$ cat config.mk
export PLATFORM = sky130hd
export DESIGN_NAME = iterative_divider
export DESIGN_NICKNAME = d
export VERILOG_FILES = /design/src/rtl/iterative_divider.sv
export SDC_FILE = /design/constraint.sdc
export NUM_CORES = 1
export LEC_CHECK = 0
export ABC_AREA = 1
export BUFFER_PORTS_ARGS = -buffer_cell sky130_fd_sc_hd__buf_2
export CAP_MARGIN = 20
export CORE_MARGIN = 1
export CORE_UTILIZATION = 40
export DETAILED_ROUTE_END_ITERATION = 6
export GPL_TIMING_DRIVEN = 0
export PLACE_DENSITY = 0.57
export SYNTH_ARGS = -nofsm -noshare
export SYNTH_HDL_FRONTEND = slang
export SYNTH_SLANG_ARGS = --single-unit
$ cat constraint.sdc
create_clock -name clk -period 2.03 [get_ports clk]
set_input_delay 0.203 -clock clk [delete_from_list [all_inputs] [get_ports clk]]
set_output_delay 0.203 -clock clk [all_outputs]
set_load 0.01 [all_outputs]
$ cat src/rtl/iterative_divider.sv
// rtl/iterative_divider.sv - radix-2 restoring divider for RV32M DIV/DIVU/REM/REMU (optional DIV_EARLY_OUT_EN)
module iterative_divider #(
    parameter int XLEN  = 32,
    parameter int CNT_W = 6
) (
    input  logic            clk,
    input  logic            rst_n,
    input  logic [XLEN-1:0] rs1,
    input  logic [XLEN-1:0] rs2,
    input  logic            signed_div,
    input  logic            start,
    output logic [XLEN-1:0] quotient,
    output logic [XLEN-1:0] remainder,
    output logic            div_by_zero,
    output logic            valid,
    output logic            busy
);

    typedef enum logic [1:0] {
        IDLE = 2'd0,
        CALC = 2'd1,
        FIX  = 2'd2
    } state_t;

    state_t state, state_next;

    // dvd_q starts as |rs1| and is shifted out while quotient bits are shifted in
    logic [XLEN-1:0]  dvd_q;
    logic [XLEN-1:0]  dvs_q;
    logic [XLEN-1:0]  rem_q;
    logic [XLEN-1:0]  raw_rs1_q;
    logic             sign_q_q;
    logic             sign_r_q;
    logic             dz_q;
    logic [CNT_W-1:0] cnt_q;

    logic             accept;
    logic             calc_last;
    logic [XLEN-1:0]  rs1_mag;
    logic [XLEN-1:0]  rs2_mag;
    logic [XLEN:0]    rem_shift;
    logic [XLEN:0]    trial;

    assign accept    = (state == IDLE) && start;
    assign calc_last = (cnt_q == CNT_W'(XLEN - 1));

    // the most negative value negates to itself, which is its correct unsigned magnitude
    assign rs1_mag = (signed_div && rs1[XLEN-1]) ? (~rs1 + 1'b1) : rs1;
    assign rs2_mag = (signed_div && rs2[XLEN-1]) ? (~rs2 + 1'b1) : rs2;

    // partial remainder is always below the divisor, so one extra bit makes the borrow the sign
    assign rem_shift = {rem_q, dvd_q[XLEN-1]};
    assign trial     = rem_shift - {1'b0, dvs_q};

    // state register
    always_ff @(posedge clk or negedge rst_n) begin
        if (!rst_n) begin
            state <= IDLE;
        end else begin
            state <= state_next;
        end
    end

    // next-state decode
    always_comb begin
        state_next = state;
        case (state)
            IDLE: begin
                if (start) begin
`ifdef DIV_EARLY_OUT_EN
                    state_next = (rs2 == '0) ? FIX : CALC;
`else
                    state_next = CALC;
`endif
                end
            end
            CALC:    state_next = calc_last ? FIX : CALC;
            FIX:     state_next = IDLE;
            default: state_next = IDLE;
        endcase
    end

    // operand capture and one restoring step per CALC cycle
    always_ff @(posedge clk or negedge rst_n) begin
        if (!rst_n) begin
            dvd_q     <= '0;
            dvs_q     <= '0;
            rem_q     <= '0;
            raw_rs1_q <= '0;
            sign_q_q  <= 1'b0;
            sign_r_q  <= 1'b0;
            dz_q      <= 1'b0;
            cnt_q     <= '0;
        end else if (accept) begin
            dvd_q     <= rs1_mag;
            dvs_q     <= rs2_mag;
            rem_q     <= '0;
            raw_rs1_q <= rs1;
            sign_q_q  <= signed_div & (rs1[XLEN-1] ^ rs2[XLEN-1]);
            sign_r_q  <= signed_div & rs1[XLEN-1];
            dz_q      <= (rs2 == '0);
            cnt_q     <= '0;
        end else if (state == CALC) begin
            rem_q <= trial[XLEN] ? rem_shift[XLEN-1:0] : trial[XLEN-1:0];
            dvd_q <= {dvd_q[XLEN-2:0], ~trial[XLEN]};
            cnt_q <= cnt_q + CNT_W'(1);
        end
    end

    // result registers, one-cycle valid strobe and busy flag
    always_ff @(posedge clk or negedge rst_n) begin
        if (!rst_n) begin
            quotient    <= '0;
            remainder   <= '0;
            div_by_zero <= 1'b0;
            valid       <= 1'b0;
            busy        <= 1'b0;
        end else begin
            valid <= 1'b0;
            if (accept) begin
                busy <= 1'b1;
            end
            if (state == FIX) begin
                if (dz_q) begin
                    quotient  <= '1;
                    remainder <= raw_rs1_q;
                end else begin
                    quotient  <= sign_q_q ? (~dvd_q + 1'b1) : dvd_q;
                    remainder <= sign_r_q ? (~rem_q + 1'b1) : rem_q;
                end
                div_by_zero <= dz_q;
                valid       <= 1'b1;
                busy        <= 1'b0;
            end
        end
    end

endmodule

Yosys cells after proc, flatten, opt, wreduce, memory -nomap -nowiden
Index checks and enable logic that the tools add are counted.
{ "classes": {"addsub": 6, "n_mul": 0, "div_mod_pow": 0, "magnitude_cmp": 0, "n_eq_ne": 4, "shift": 0, "mux": 19, "bitwise_logic": 8, "n_reduce_logical": 7} }
{ "op_table": {"columns": ["operator", "n"], "rows": [
  ["$mux W32", 11],
  ["$add A32 B1 Y32 const B", 4],
  ["$not A32 Y32", 4],
  ["$sub A33 B32 Y33", 1],
  ["$logic_not A32 Y1", 1],
  ["$mux W6", 2],
  ["$add A6 B1 Y6 const B", 1],
  ["$eq A6 B5 Y1 const B", 1],
  ["$mux W2", 2],
  ["$pmux W2 S2", 1],
  ["$reduce_bool A2 Y1", 2],
  ["$logic_and A1 B1 Y1", 3],
  ["$mux W1", 3],
  ["$and A1 B1 Y1", 2],
  ["$eq A2 B1 Y1 const B", 1],
  ["$eq A2 B2 Y1 const B", 1],
  ["$logic_not A2 Y1", 1],
  ["$ne A2 B2 Y1 const B", 1],
  ["$not A1 Y1", 1],
  ["$xor A1 B1 Y1", 1]
]} }
{ "word_totals": {"ff_bits": 206, "latchBits": 0, "ram_bits": 0, "mem_bits_ro": 0, "word_cells": 58, "n_memories": 0} }

Depth between registers and ports, before layout
{ "depth": {"depth_word": 4, "mapped_depth": 18, "mapped_depth_nobuf": 17} }

Worst setup path before layout
No wires, ideal clock.
{ "synth_timing": {"path_kind": "register to register", "startpoint": "reg dvd_q[31]", "endpoint": "reg rem_q[23]", "setup_time_ns": 0.118, "t_arrival_ns": 2.068, "t_required_ns": 1.912, "slack_ns": -0.156, "path_stages_with_launch": 19, "synth_period_minus_slack_ns": 2.186, "path_cell_list": "dfrtp_1 inv_1 ha_1 fa_1 inv_1 nand2_1 nand2_1 nand3_1 nand2_2 nand2_2 nand2_2 nand2_2 nand2_2 nand2_2 nand2_1 buf_2 nand2_1 nand3_1 nand2_1"} }
{ "synth_between": {"elab_chain_cells": 4} }
{ "synth_rtl": {"columns": ["item", "line", "source"], "rows": [
  ["start, declared", "28", "logic [XLEN-1:0] dvd_q;"],
  ["start signal, assigned", "95", "dvd_q <= rs1_mag;"],
  ["start signal, assigned", "105", "dvd_q <= {dvd_q[XLEN-2:0], ~trial[XLEN]};"],
  ["$sub A33 B32 Y33", "53", "assign trial = rem_shift - {1'b0, dvs_q};"],
  ["$mux W32", "104", "rem_q <= trial[XLEN] ? rem_shift[XLEN-1:0] : trial[XLEN-1:0];"],
  ["$mux W32", "103", "end else if (state == CALC) begin"],
  ["$mux W32", "94", "end else if (accept) begin"],
  ["end signal, assigned", "104", null],
  ["end, declared", "30", "logic [XLEN-1:0] rem_q;"]
]} }
Every way passes these cells. The select of a mux whose other input is x is not followed.
A chain may end at the register's enable or synchronous reset.

Worst setup path after layout
{ "layout_timing": {"startpoint": "reg dvd_q[31]", "endpoint": "reg rem_q[5]"} }
The elaborated chain is that of the path after synthesis.

==> qor.csv <==
stage;metric;value;unit
final_layout;share of cells above drive strength 1;0.1794;
worst_setup_path;Setup crit start kind;flip-flop;
grt;GRT Overall Usage;0.3063;
worst_setup_path;Critical Path RT;2.47;ns
final_layout;nets@finish;2555;
synthesis;cell count after synthesis;2233;
grt;initial antenna violation count;1;
final_layout;P&R area growth vs syn;24.32;%
outcome;status;complete, but fails checks;
synthesis;async set-reset flop share out of synthesis;1.000;
sta;fin crit share;1.186;
final_layout;Non-Filler Instances;2930;
routing;final WL;57.96;mm
sta;WHS;-0.001390;ns
worst_setup_path;CP endpoint kind;flip-flop;
die;# rows;69;
routing;WL/cell;19.78;microns
power_and_ir_drop;Pwr per Cell Area;1881;nW/um^2
sta;post-route minimum period;2.407;ns
power_and_ir_drop;total power;34.32;mW
hold_path;hold path start;rs2[13];
hold_path;worst hold endpoint;dvs_q[13];
worst_setup_path;Setup CP Type;flip-flop to flip-flop;
synthesis;number of flops mapped to enable cells by yosys;0;
clocking;CTS H-tree depth;1;
worst_setup_path;Max stage delay on crit path;0.39;ns
final_layout;Diodes inserted;0;
placed_design;routability cong.;0.9589;
synthesis;Netlist cell types;50;
clocking;CTS tree;yes;
grt;number of global-route vias before repair;14790;
sta;Fmax;0.4154;GHz
die;Die Area;37450;sq um
die;Die X;193.5;microns
clocking;Sink Count;206;
clocking;Worst-Skew Late Latency;0.56;ns
grt;largest net degree at the start of global routing;107;
sta;Clock Skew;0.02873;ns
synthesis;number of synthesis warnings;0;
routing;final antenna-violating net count;0;
die;core footprint;35830;sq um
clocking;Clock Tree Buf Depth;3;
die;Die Y;193.5;microns
worst_setup_path;Reg2Reg Depth;18;
hold_path;min-delay worst type;primary input to flip-flop;
sta;Least-Margin Pin Slew;0.9025;ns
worst_setup_path;Critical Path AT;2.84;ns
clocking;Worst-path clk slew;0.06;ns
die;Top Ports;135;
synthesis;mapped cell area;14670;sq um
sta;fin. max-slew vios;0;
routing;First-pass DRT Iterations;7;
grt;first-pass GRT wire length;87.79;mm
routing;Post-route DRC;6;
placed_design;dpl hpwl;45.08;mm
routing;Via Count;15900;
outcome;failing checks;design-rule violations, negative hold slack, negative setup slack;
worst_setup_path;Slowest-stage cell, CP;dfrtp_1;
worst_setup_path;delay-heaviest family, CP;simple AND/OR/NAND/NOR gates;
die;Initial Util;0.4095;
clocking;CTS root buffer;clkbuf_16;
worst_setup_path;Worst Path Max Fanout;6;
placed_design;placed cells;2829;
synthesis;sequential area share after synthesis;0.3513;
sta;# setup viols final;34;
worst_setup_path;reg2reg end;rem_q[5];
worst_setup_path;Critical R2R Launch;dvd_q[31];
sta;final hold viol count;1;
hold_path;Hold Path Stages;3;
routing;via-per-instance ratio;5.427;
power_and_ir_drop;LEAKAGE;9.384;nW
synthesis;Top FF cell, synth;dfrtp_1;
worst_setup_path;Worst path depth;18;
clocking;CTS Buf Count;26;
synthesis;Mapped Avg Cell Area;6.571;sq um
routing;1st-iter DRT viols;1582;
sta;Worst slew margin;0.3983;
placed_design;port buffer count;134;
worst_setup_path;Reg2Reg Setup Slack;-0.38;ns
sta;RSZ-0062 raised after global routing;yes;
worst_setup_path;CP most frequent cell;nand2_2;
synthesis;Yosys reg bits;206;
synthesis;Mapped Nets;2339;
grt;Remaining Overflow, GRT;0;
worst_setup_path;crit-path cells;clkinv_4 > ha_4 > fa_2 > inv_2 > nand2_2 > nand2_2 > nand3_2 > nand2_2 > nand2_2 > nand2_4 > nand2_4 > nand2_4 > nand2_8 > nand2_8 > buf_8 > nand2_2 > nand3_2 > nand2_1;
power_and_ir_drop;worst vdd ir;0.8155;mV
sta;Final WS setup;-0.3770;ns
run;Max Cap Violations;0;
worst_setup_path;crit path buf inv count;3;
worst max-delay path by stage:
stage / slack (ns) / startpoint / endpoint
after floorplan: -0.02 / dvd_q[31] / rem_q[16]
after global placement: -2.97 / rst_n / quotient[27]
after detailed placement: -0.76 / state[0] / remainder[31]
after CTS: -0.32 / dvd_q[31] / rem_q[18]
after global routing: -0.49 / dvd_q[31] / rem_q[12]
final: -0.38 / dvd_q[31] / rem_q[5]
cell type report:
cell class                      count  area (sq um)
Multi-Input combinational cell   1610          8606
Buffer                             78         460.4
Fill cell                        3642         17590
Timing Repair Buffer              189          1277
Clock inverter                     13         131.4
Tap cell                          461         576.8
Clock buffer                       35         744.5
Inverter                          338          1279
Sequential cell                   206          5166
state kept, by name (all words and copies together), names as in the netlist:
signal / flops
remainder: 32
dvd_q: 32
dz_q: 1
raw_rs1_q: 32
busy: 1
sign_r_q: 1
cnt_q: 6
dvs_q: 32
div_by_zero: 1
rem_q: 32
quotient: 32
state: 2
sign_q_q: 1
valid: 1
layer usage:
layer	global-route usage	up-vias	wire length, microns
li1	-	7618	-
met1	0.4837	7587	28770
met2	0.4346	615	23280
met3	0.04045	81	4512
met4	0.07022	0	1396
met5	0	-	0
stage by stage:
step | cell area (sq um) | setup slack [ns] | util | setup TNS [ns]
after CTS | 17620 | -0.3198 | 0.4918 | -10.46
after global routing | 18240 | -0.4941 | 0.5091 | -16.17
after global placement | 15940 | -2.966 | 0.4449 | -652.16
final | 18240 | -0.3770 | 0.5091 | -11.69
after detailed placement | 15980 | -0.7601 | 0.4460 | -48.25
after floorplan | 14690 | -0.01560 | - | -0.1559
where the power goes:
group / internal [mW] / total (mW) / switching (mW)
registers: 5.82 / 7.60 / 1.78
logic: 8.02 / 21.9 / 13.9
clock network: 2.83 / 4.78 / 1.95
total: 16.7 / 34.3 / 17.7
cell families after synthesis:
family                     Yosys count  share of synthesized area
DFF                                206                     0.3513
AOI/OAI and AO/OA                  305                     0.1198
xor gates and xnor gates            57                    0.03402
and+or+nand+nor                   1210                     0.3513
adders and majority gates           38                    0.03292
buffers and inverters              417                     0.1106
placed cells by master (no fill, tap or decap), drive strengths merged, types with 30 or more instances in the layout:
master / instances
nand2: 633
inv: 336
nand3: 258
nor2: 235
dfrtp: 206
buf: 180
o21ai: 126
clkbuf: 91
a21oi: 80
xor2: 38
ha: 37
dlygate4sd3: 31
nor3: 31
nand4: 30
synth_stat cells, types with 13 or more instances:
master	n	area, sq um
o21bai_1	13	97.59
xor2_1	38	332.8
o211ai_1	25	187.7
nor3_1	30	150.1
a31oi_1	21	131.4
xnor2_1	19	166.4
nand3_1	246	1231
nand2_1	624	2342
nor2_1	227	852.1
inv_1	321	1205
nand4_1	30	187.7
clkbuf_1	48	180.2
o21ai_0	120	600.6
dfrtp_1	206	5155
inv_2	16	60.06
a21oi_1	78	390.4
ha_1	37	462.9
buf_2	16	80.08
what timing repair did:
action,4_1_cts,5_1_grt
buffers inserted,9,9
gates cloned,3,3
endpoints found under the hold margin,133,1
pin swaps,9,36
endpoints found under the setup margin,178,116
gates resized for setup,100,158
hold buffers,31,1
worst reg2reg max path, cell delays in order (launching register included):
cell	delay [ns]
dfrtp_1	0.39
clkinv_4	0.14
ha_4	0.19
fa_2	0.34
inv_2	0.07
nand2_2	0.04
nand2_2	0.06
nand3_2	0.07
nand2_2	0.10
nand2_2	0.07
nand2_4	0.08
nand2_4	0.07
nand2_4	0.10
nand2_8	0.08
nand2_8	0.13
buf_8	0.15
nand2_2	0.06
nand3_2	0.06
nand2_1	0.06
Note: power is estimated with default switching activity, not from simulation.
